[src/rtl/exp4_unidade_controle.sv]
// Moore control unit for the Experiment 4 ROM comparison game (16 moves, hit/miss/timeout ends).
// Optional espera timeout is built only when EXP4_UC_TIMEOUT_EN is defined.
`timescale 1ns/1ps
module exp4_unidade_controle #(
  parameter int TIMEOUT_CYCLES = 5000
) (
  input  logic       clock,
  input  logic       reset_n,
  input  logic       iniciar,
  input  logic       jogada,
  input  logic       igual,
  input  logic       fimC,
  output logic       zeraC,
  output logic       contaC,
  output logic       zeraR,
  output logic       registraR,
  output logic       pronto,
  output logic       acertou,
  output logic       errou,
  output logic       timeout,
  output logic [3:0] db_estado
);

  typedef enum logic [3:0] {
    INICIAL     = 4'h0,
    PREPARACAO  = 4'h1,
    ESPERA      = 4'h2,
    REGISTRA    = 4'h4,
    COMPARACAO  = 4'h5,
    PROXIMO     = 4'h6,
    FIM_ACERTOU = 4'hA,
    FIM_TIMEOUT = 4'hD,
    FIM_ERROU   = 4'hE
  } t_estado;

  if (TIMEOUT_CYCLES < 2 || TIMEOUT_CYCLES > (1 << 20)) begin : g_param_chk
    $error("TIMEOUT_CYCLES out of range 2..2^20");
  end

  t_estado r_estado;
  t_estado w_prox;
  logic    r_jog_d;
  logic    w_jog_edge;
  logic    w_tc;
  logic    r_zeraC, r_contaC, r_zeraR, r_registraR;
  logic    r_pronto, r_acertou, r_errou;

  assign w_jog_edge = jogada & ~r_jog_d;

`ifdef EXP4_UC_TIMEOUT_EN
  logic [19:0] r_cnt;
  logic        r_timeout;

  // Counts cycles spent in espera; any other state holds it at zero, so entry clears it.
  always_ff @(posedge clock or negedge reset_n) begin
    if (!reset_n)
      r_cnt <= '0;
    else if (r_estado != ESPERA)
      r_cnt <= '0;
    else
      r_cnt <= r_cnt + 20'd1;
  end

  assign w_tc    = (r_cnt == 20'(TIMEOUT_CYCLES - 1));
  assign timeout = r_timeout;
`else
  assign w_tc    = 1'b0;
  assign timeout = 1'b0;
`endif

  always_comb begin
    w_prox = r_estado;
    case (r_estado)
      INICIAL:    if (iniciar) w_prox = PREPARACAO;
      PREPARACAO: w_prox = ESPERA;
      ESPERA: begin
        if (w_jog_edge)  w_prox = REGISTRA;
        else if (w_tc)   w_prox = FIM_TIMEOUT;
      end
      REGISTRA:   w_prox = COMPARACAO;
      COMPARACAO: begin
        if (!igual)      w_prox = FIM_ERROU;
        else if (fimC)   w_prox = FIM_ACERTOU;
        else             w_prox = PROXIMO;
      end
      PROXIMO:    w_prox = ESPERA;
      FIM_ACERTOU, FIM_ERROU, FIM_TIMEOUT: if (iniciar) w_prox = PREPARACAO;
      default:    w_prox = INICIAL;
    endcase
  end

  // Outputs are decoded from the next state so each register equals the decode of r_estado.
  always_ff @(posedge clock or negedge reset_n) begin
    if (!reset_n) begin
      r_estado    <= INICIAL;
      r_jog_d     <= 1'b0;
      r_zeraC     <= 1'b0;
      r_contaC    <= 1'b0;
      r_zeraR     <= 1'b0;
      r_registraR <= 1'b0;
      r_pronto    <= 1'b0;
      r_acertou   <= 1'b0;
      r_errou     <= 1'b0;
`ifdef EXP4_UC_TIMEOUT_EN
      r_timeout   <= 1'b0;
`endif
    end else begin
      r_estado    <= w_prox;
      r_jog_d     <= jogada;
      r_zeraC     <= (w_prox == PREPARACAO);
      r_zeraR     <= (w_prox == PREPARACAO);
      r_contaC    <= (w_prox == PROXIMO);
      r_registraR <= (w_prox == REGISTRA);
      r_pronto    <= (w_prox == FIM_ACERTOU) || (w_prox == FIM_ERROU) || (w_prox == FIM_TIMEOUT);
      r_acertou   <= (w_prox == FIM_ACERTOU);
      r_errou     <= (w_prox == FIM_ERROU) || (w_prox == FIM_TIMEOUT);
`ifdef EXP4_UC_TIMEOUT_EN
      r_timeout   <= (w_prox == FIM_TIMEOUT);
`endif
    end
  end

  assign zeraC     = r_zeraC;
  assign contaC    = r_contaC;
  assign zeraR     = r_zeraR;
  assign registraR = r_registraR;
  assign pronto    = r_pronto;
  assign acertou   = r_acertou;
  assign errou     = r_errou;
  assign db_estado = r_estado;

endmodule
[config.mk]
export PLATFORM = sky130hd
export DESIGN_NAME = exp4_unidade_controle
export DESIGN_NICKNAME = d
export VERILOG_FILES = /design/src/rtl/exp4_unidade_controle.sv
export SDC_FILE = /design/constraint.sdc
export NUM_CORES = 1
export LEC_CHECK = 0
export CAP_MARGIN = 5
export CORE_AREA = 2 2 39 41
export CTS_BUF_LIST = sky130_fd_sc_hd__clkbuf_4
export CTS_CLUSTER_DIAMETER = 150
export DETAILED_ROUTE_END_ITERATION = 16
export DIE_AREA = 0 0 41 43
export HOLD_SLACK_MARGIN = 0.15
export PLACE_DENSITY = 0.77
export SLEW_MARGIN = 40
export SYNTH_ARGS = -nofsm -noshare
export SYNTH_HDL_FRONTEND = slang
export SYNTH_SLANG_ARGS = --single-unit
[constraint.sdc]
create_clock -name clock -period 1.7 [get_ports clock]
set_input_delay 0.255 -clock clock [delete_from_list [all_inputs] [get_ports clock]]
set_output_delay 0.255 -clock clock [all_outputs]
set_load 0.03 [all_outputs]
==> results of run 1 <==
==> power by group <==
| group | total (mW) | internal, mW | switching [mW] | leakage [nW] |
|---|---|---|---|---|
| combinational | 0.477 | 0.199 | 0.278 | 0.167 |
| sequential | 0.403 | 0.322 | 0.0804 | 0.147 |
| clock | 0.189 | 0.107 | 0.0820 | 0.0184 |
| total | 1.07 | 0.628 | 0.440 | 0.332 |
==> path summary, 6_finish.rpt <==
path                               from   endpoint  slack [ns]
setup / recovery                  zeraR      zeraR        0.14
hold / removal                  reset_n     pronto        0.31
setup reg to reg           db_estado[3]      errou        0.28
hold reg to reg                 r_jog_d  registraR        0.57
max in group asynchronous       reset_n  registraR        1.07
min in group clock               jogada    r_jog_d        0.46
==> registers in the layout (all words and copies together), names as in the netlist <==
signal / cells
acertou: 1
contaC: 1
db_estado: 4
errou: 1
pronto: 1
r_jog_d: 1
registraR: 1
zeraR: 1
==> synthesized netlist by cell type <==
library cell / n
dfrtp_1: 11
nor2b_1: 3
o22ai_1: 3
a21oi_2: 1
nor3b_2: 2
buf_4: 2
a22oi_1: 1
and2_1: 1
conb_1: 1
nand2b_1: 4
and3_1: 2
buf_2: 1
nand3_1: 2
xnor2_1: 1
nand2_1: 1
nor2_1: 3
a31oi_1: 1
nand2b_4: 1
o21ai_0: 2
a211o_1: 1
==> per-stage QoR <==
step | hold WS, ns | worst slack, ns | cell area [sq um] | instances
2_1_floorplan | -0.04059 | 0.1982 | 494.2 | 44
3_3_place_gp | 0.5785 | 0.09607 | 661.9 | 74
3_5_place_dp | 0.5706 | 0.06574 | 661.9 | 74
4_1_cts | 0.3307 | 0.007921 | 688.2 | 78
5_1_grt | 0.3469 | 0.1237 | 690.7 | 78
6_report | 0.3138 | 0.1415 | 690.7 | 78
==> per-layer routing <==
layer / vias up / share of wire (%)
met1: 181 / 46
met4: 0 / 0
met5: - / 0
met2: 13 / 48
li1: 188 / -
met3: 0 / 6.5
==> what timing repair did <==
item / in CTS / in global routing
gates resized for setup: 3 / 1
hold buffers: 0 / 0
pin swaps: 0 / 0
setup endpoints to repair: 3 / 1
==> cell families after synthesis <==
| group | count (synthesis) | share of synthesized area [%] |
|---|---|---|
| buffers and inverters | 3 | 4.049 |
| other | 1 | 0.7588 |
| and+or+nand+nor | 19 | 25.57 |
| AOI/OAI and AO/OA | 9 | 12.15 |
| xor gates and xnor gates | 1 | 1.772 |
| DFF | 11 | 55.70 |
==> layout make-up <==
type | count | area share (%)
tap | 16 | 2.899
multi-input combinational | 30 | 28.80
clock buffer | 4 | 4.348
timing repair buffer | 17 | 24.09
sequential | 11 | 39.86
==> impl_metrics.toml, run 1 <==
[timing]
fin_worst_skew_ns = 0.002108
max_freq_mhz = 641.6
setup_viol = 0
hold_viol = 0
finalCritPeriodShare_pct = 91.68
drv_slew = 0
setup_tns_ns = 0
fin_crit_ns = 1.559
rsz0062_at_grt = "false"

[finish]
final_cell_mix = "12 x clkdlybuf4s50_1, 11 x dfrtp_1, 4 x nand2b_1, 4 x clkbuf_4"
layout_commonest_cell = "clkdlybuf4s50_1"
multi_input_area_sq_um = 198.9
drive_above_1_share_pct = 14.52
final_util_pct = 49.91
fillers = 145
n_antenna_cell = 0
area_delta_synth_final_pct = 39.75
final_nets = 69
regArea_sq_um = 275.3

[cts]
clock_sinks = 11
insertion_delay_ns = 0.26
cts_root_buf = "clkbuf_4"
post_cts_buffers = 0
clk_path_buf_depth = 2
clk_pin_slew_ns = 0.07
h-tree-depth = 1
cts_made_buffers = 3
cts_tree = "done"

[critical_path]
worstPathCellList = "clkdlybuf4s50_1"
max_stage_delay_ns = 0.68
crit_cells = 1
cp_top_family = "buffers and inverters"
critPathKind = "reg2out"
cp_data_arrival_time_ns = 1.30
reg2reg_depth = 5
path_buf_inv = 1
critPathCaptureType = "primary output"
startpoint_type = "register"
required_ns = 1.44
critPathMaxFanout = 2
cp_slowest_cell = "clkdlybuf4s50_1"

[yosys]
syn_area_sq_um = 494.2
synth_top_cell_by_area = "dfrtp_1"
yosysSeqAreaShare_pct = 55.70
syn_inst = 44
ys_top_cells_by_area = "dfrtp_1 56%, nand2b_1 5.1%, nor3b_2 5.1%"
ys_seq_elements = 11
syn_avg_cell_area_sq_um = 11.23
syn_nets = 50
ys_types = 20
yosys_warnings = 0
yosysTopAreaCellShare_pct = 55.70

[global_routing]
use_met2_pct = 18.75
overflow = 0
grtUsageMet1_pct = 15.44
grt_pass1_wl_um = 1462
grt_max_degree = 12
antenna_found_initial = 0
grtUsageMet3_pct = 2.094
gr-max-usage-layer = "met2"
grt_util_all_layers_pct = 12.72
grt_pass1_vias = 342

[floorplanning]
die_area_sq_um = 1763
dieHeight_um = 43
die_w_um = 41
coreArea_sq_um = 1384
io_pins = 18
rows = 14
start_util_pct = 35.71

[run_status]
outcome = "completed"

[placement]
gp_congestion = 0.9006
portBuffers = 16
hpwl_um = 706.1

[pwr]
ir_worst_vdd_mv = 0.5744
total_power_mw = 1.069
leakage_nw = 0.3324
power_density_nw_per_um2 = 1547

[routing]
drtIter0Drc = 3
avgRoutedWirePerCell_um = 11.76
vias = 382
drcViolationCount = 0
detail_route.wirelength_um = 917
ant_nets = 0
vias_per_cell = 4.897
dr.pass1.iters = 4

[run]
maxCapViolCount = 0

[min_path]
hp-class = "in2async"
No activity file was read; power rests on OpenSTA's default activity.
==> inputs of run 2 (changes only) <==
Settings changed: PLACE_DENSITY 0.77 to 0.72.
==> run 2 against run 1 <==
Compared with the run above: hold slack gained 0.0024 ns; register-to-register slack gained 0.06 ns; die area is the same; via count shrank 3.1%; worst setup slack gained 0.033 ns; non-clock buffer count grew 1; combinational power grew 1%; critical path type unchanged; largest cell class unchanged; largest power group unchanged; highest routed layer is now met4.
==> impl_metrics.toml, run 2 (synthesis gave the netlist of run 1 again) <==
[run_status]
outcome = "completed"

[finish]
stdcell_area_sq_um = 695.7
final_cells = 79
area_delta_synth_final_pct = 40.76
final_nets = 70
regArea_sq_um = 275.3
final_util_pct = 50.27
drive_above_1_share_pct = 15.87
final_cell_mix = "13 x clkdlybuf4s50_1, 11 x dfrtp_1, 4 x nand2b_1, 4 x clkbuf_4"
n_antenna_cell = 0
largest_register_ffs = 4
fillers = 142
multi_input_area_sq_um = 198.9
layout_commonest_cell = "clkdlybuf4s50_1"

[floorplanning]
rows = 14
dieHeight_um = 43
coreArea_sq_um = 1384
die_w_um = 41
start_util_pct = 35.71
die_area_sq_um = 1763
io_pins = 18

[cts]
h-tree-depth = 1
clock_sinks = 11
insertion_delay_ns = 0.26
post_cts_buffers = 0
clk_pin_slew_ns = 0.06
clk_path_buf_depth = 2
cts_root_buf = "clkbuf_4"
cts_made_buffers = 3
cts_tree = "done"

[routing]
vias = 370
avgRoutedWirePerCell_um = 11.38
drcViolationCount = 0
detail_route.wirelength_um = 899
ant_nets = 0
vias_per_cell = 4.684
dr.pass1.iters = 4
drtIter0Drc = 5

[critical_path]
max_stage_delay_ns = 0.67
path_buf_inv = 1
cp_top_family = "buffers and inverters"
cp_data_arrival_time_ns = 1.27
required_ns = 1.44
cp_slowest_cell = "clkdlybuf4s50_1"
critPathMaxFanout = 2
critPathCaptureType = "primary output"
startpoint_type = "register"
critPathKind = "reg2out"
worstPathCellList = "clkdlybuf4s50_1"

[timing]
setup_tns_ns = 0
setup_viol = 0
finalCritPeriodShare_pct = 89.74
hold_viol = 0
drv_slew = 0
fin_crit_ns = 1.526
setup_slack_ns = 0.1744
whs_ns = 0.3162
rsz0062_at_grt = "false"
fin_worst_skew_ns = 0.0008883
max_freq_mhz = 655.5

[global_routing]
grt_pass1_vias = 341
grt_max_degree = 12
antenna_found_initial = 0
overflow = 0
grt_pass1_wl_um = 1407
grt_util_all_layers_pct = 12.40

[pwr]
sw_frac_of_total_pct = 40.65
total_power_mw = 1.063
leakage_nw = 0.3182
internal_power_mw = 0.6307
combPwrFrac_pct = 45.5
ir_worst_vdd_mv = 0.6195
pwr-share-seq_pct = 37.2
clkPwrFrac_pct = 17.4
p_sw_mw = 0.4320
power_density_nw_per_um2 = 1528

[placement]
gp_congestion = 0.8192
portBuffers = 16
dp_cells = 75
dp_slack_ns = 0.06790
placed_area_sq_um = 669.4

[run]
maxCapViolCount = 0

[min_path]
hp-class = "in2async"
-- run 2: cell count changes in the layout (fill, tap and decap cells not counted) --
cell / before / now
buf_4: 1 / 2
clkdlybuf4s50_1: 12 / 13
dlymetal6s2s_1: 1 / 0
-- run 2: area by class of cell --
| cell class | instances | share of cell area [%] |
|---|---|---|
| timing repair buffer | 18 | 24.64 |
| multi-input combinational | 30 | 28.60 |
| clock buffer | 4 | 4.317 |
| tap | 16 | 2.878 |
| sequential | 11 | 39.57 |
-- run 2: power by group through the flow --
| stage | logic [mW] | registers, mW | clock network [mW] |
|---|---|---|---|
| after floorplan | 0.213 | 0.508 | 0 |
| after global placement | 0.503 | 0.402 | 0 |
| after detailed placement | 0.506 | 0.404 | 0 |
| after CTS | 0.486 | 0.399 | 0.193 |
| after global routing | 0.515 | 0.405 | 0.208 |
| final | 0.483 | 0.395 | 0.185 |
-- run 2: path summary, 6_finish.rpt --
check | from | to | slack, ns | cells after the start
setup reg to reg | db_estado[0] | contaC | 0.34 | 4
setup / recovery | zeraR | zeraC | 0.17 | 1
hold / removal | reset_n | registraR | 0.32 | 1
min in group clock | jogada | r_jog_d | 0.46 | 1
max in group asynchronous | reset_n | errou | 1.07 | 1
hold reg to reg | r_jog_d | registraR | 0.57 | 2
-- run 2: metal layers --
layer | global-route usage, % | up-vias | routed length, um
met5 | 0 | - | 0
met4 | 8.000 | 0 | 14
met3 | 4.712 | 2 | 55
met2 | 16.88 | 13 | 413
met1 | 15.72 | 164 | 415
li1 | - | 191 | -
-- run 2: timing repair --
action | CTS | global route
setup endpoints to repair | 3 | 0
hold buffers | 0 | 0
gates resized for setup | 3 | 0
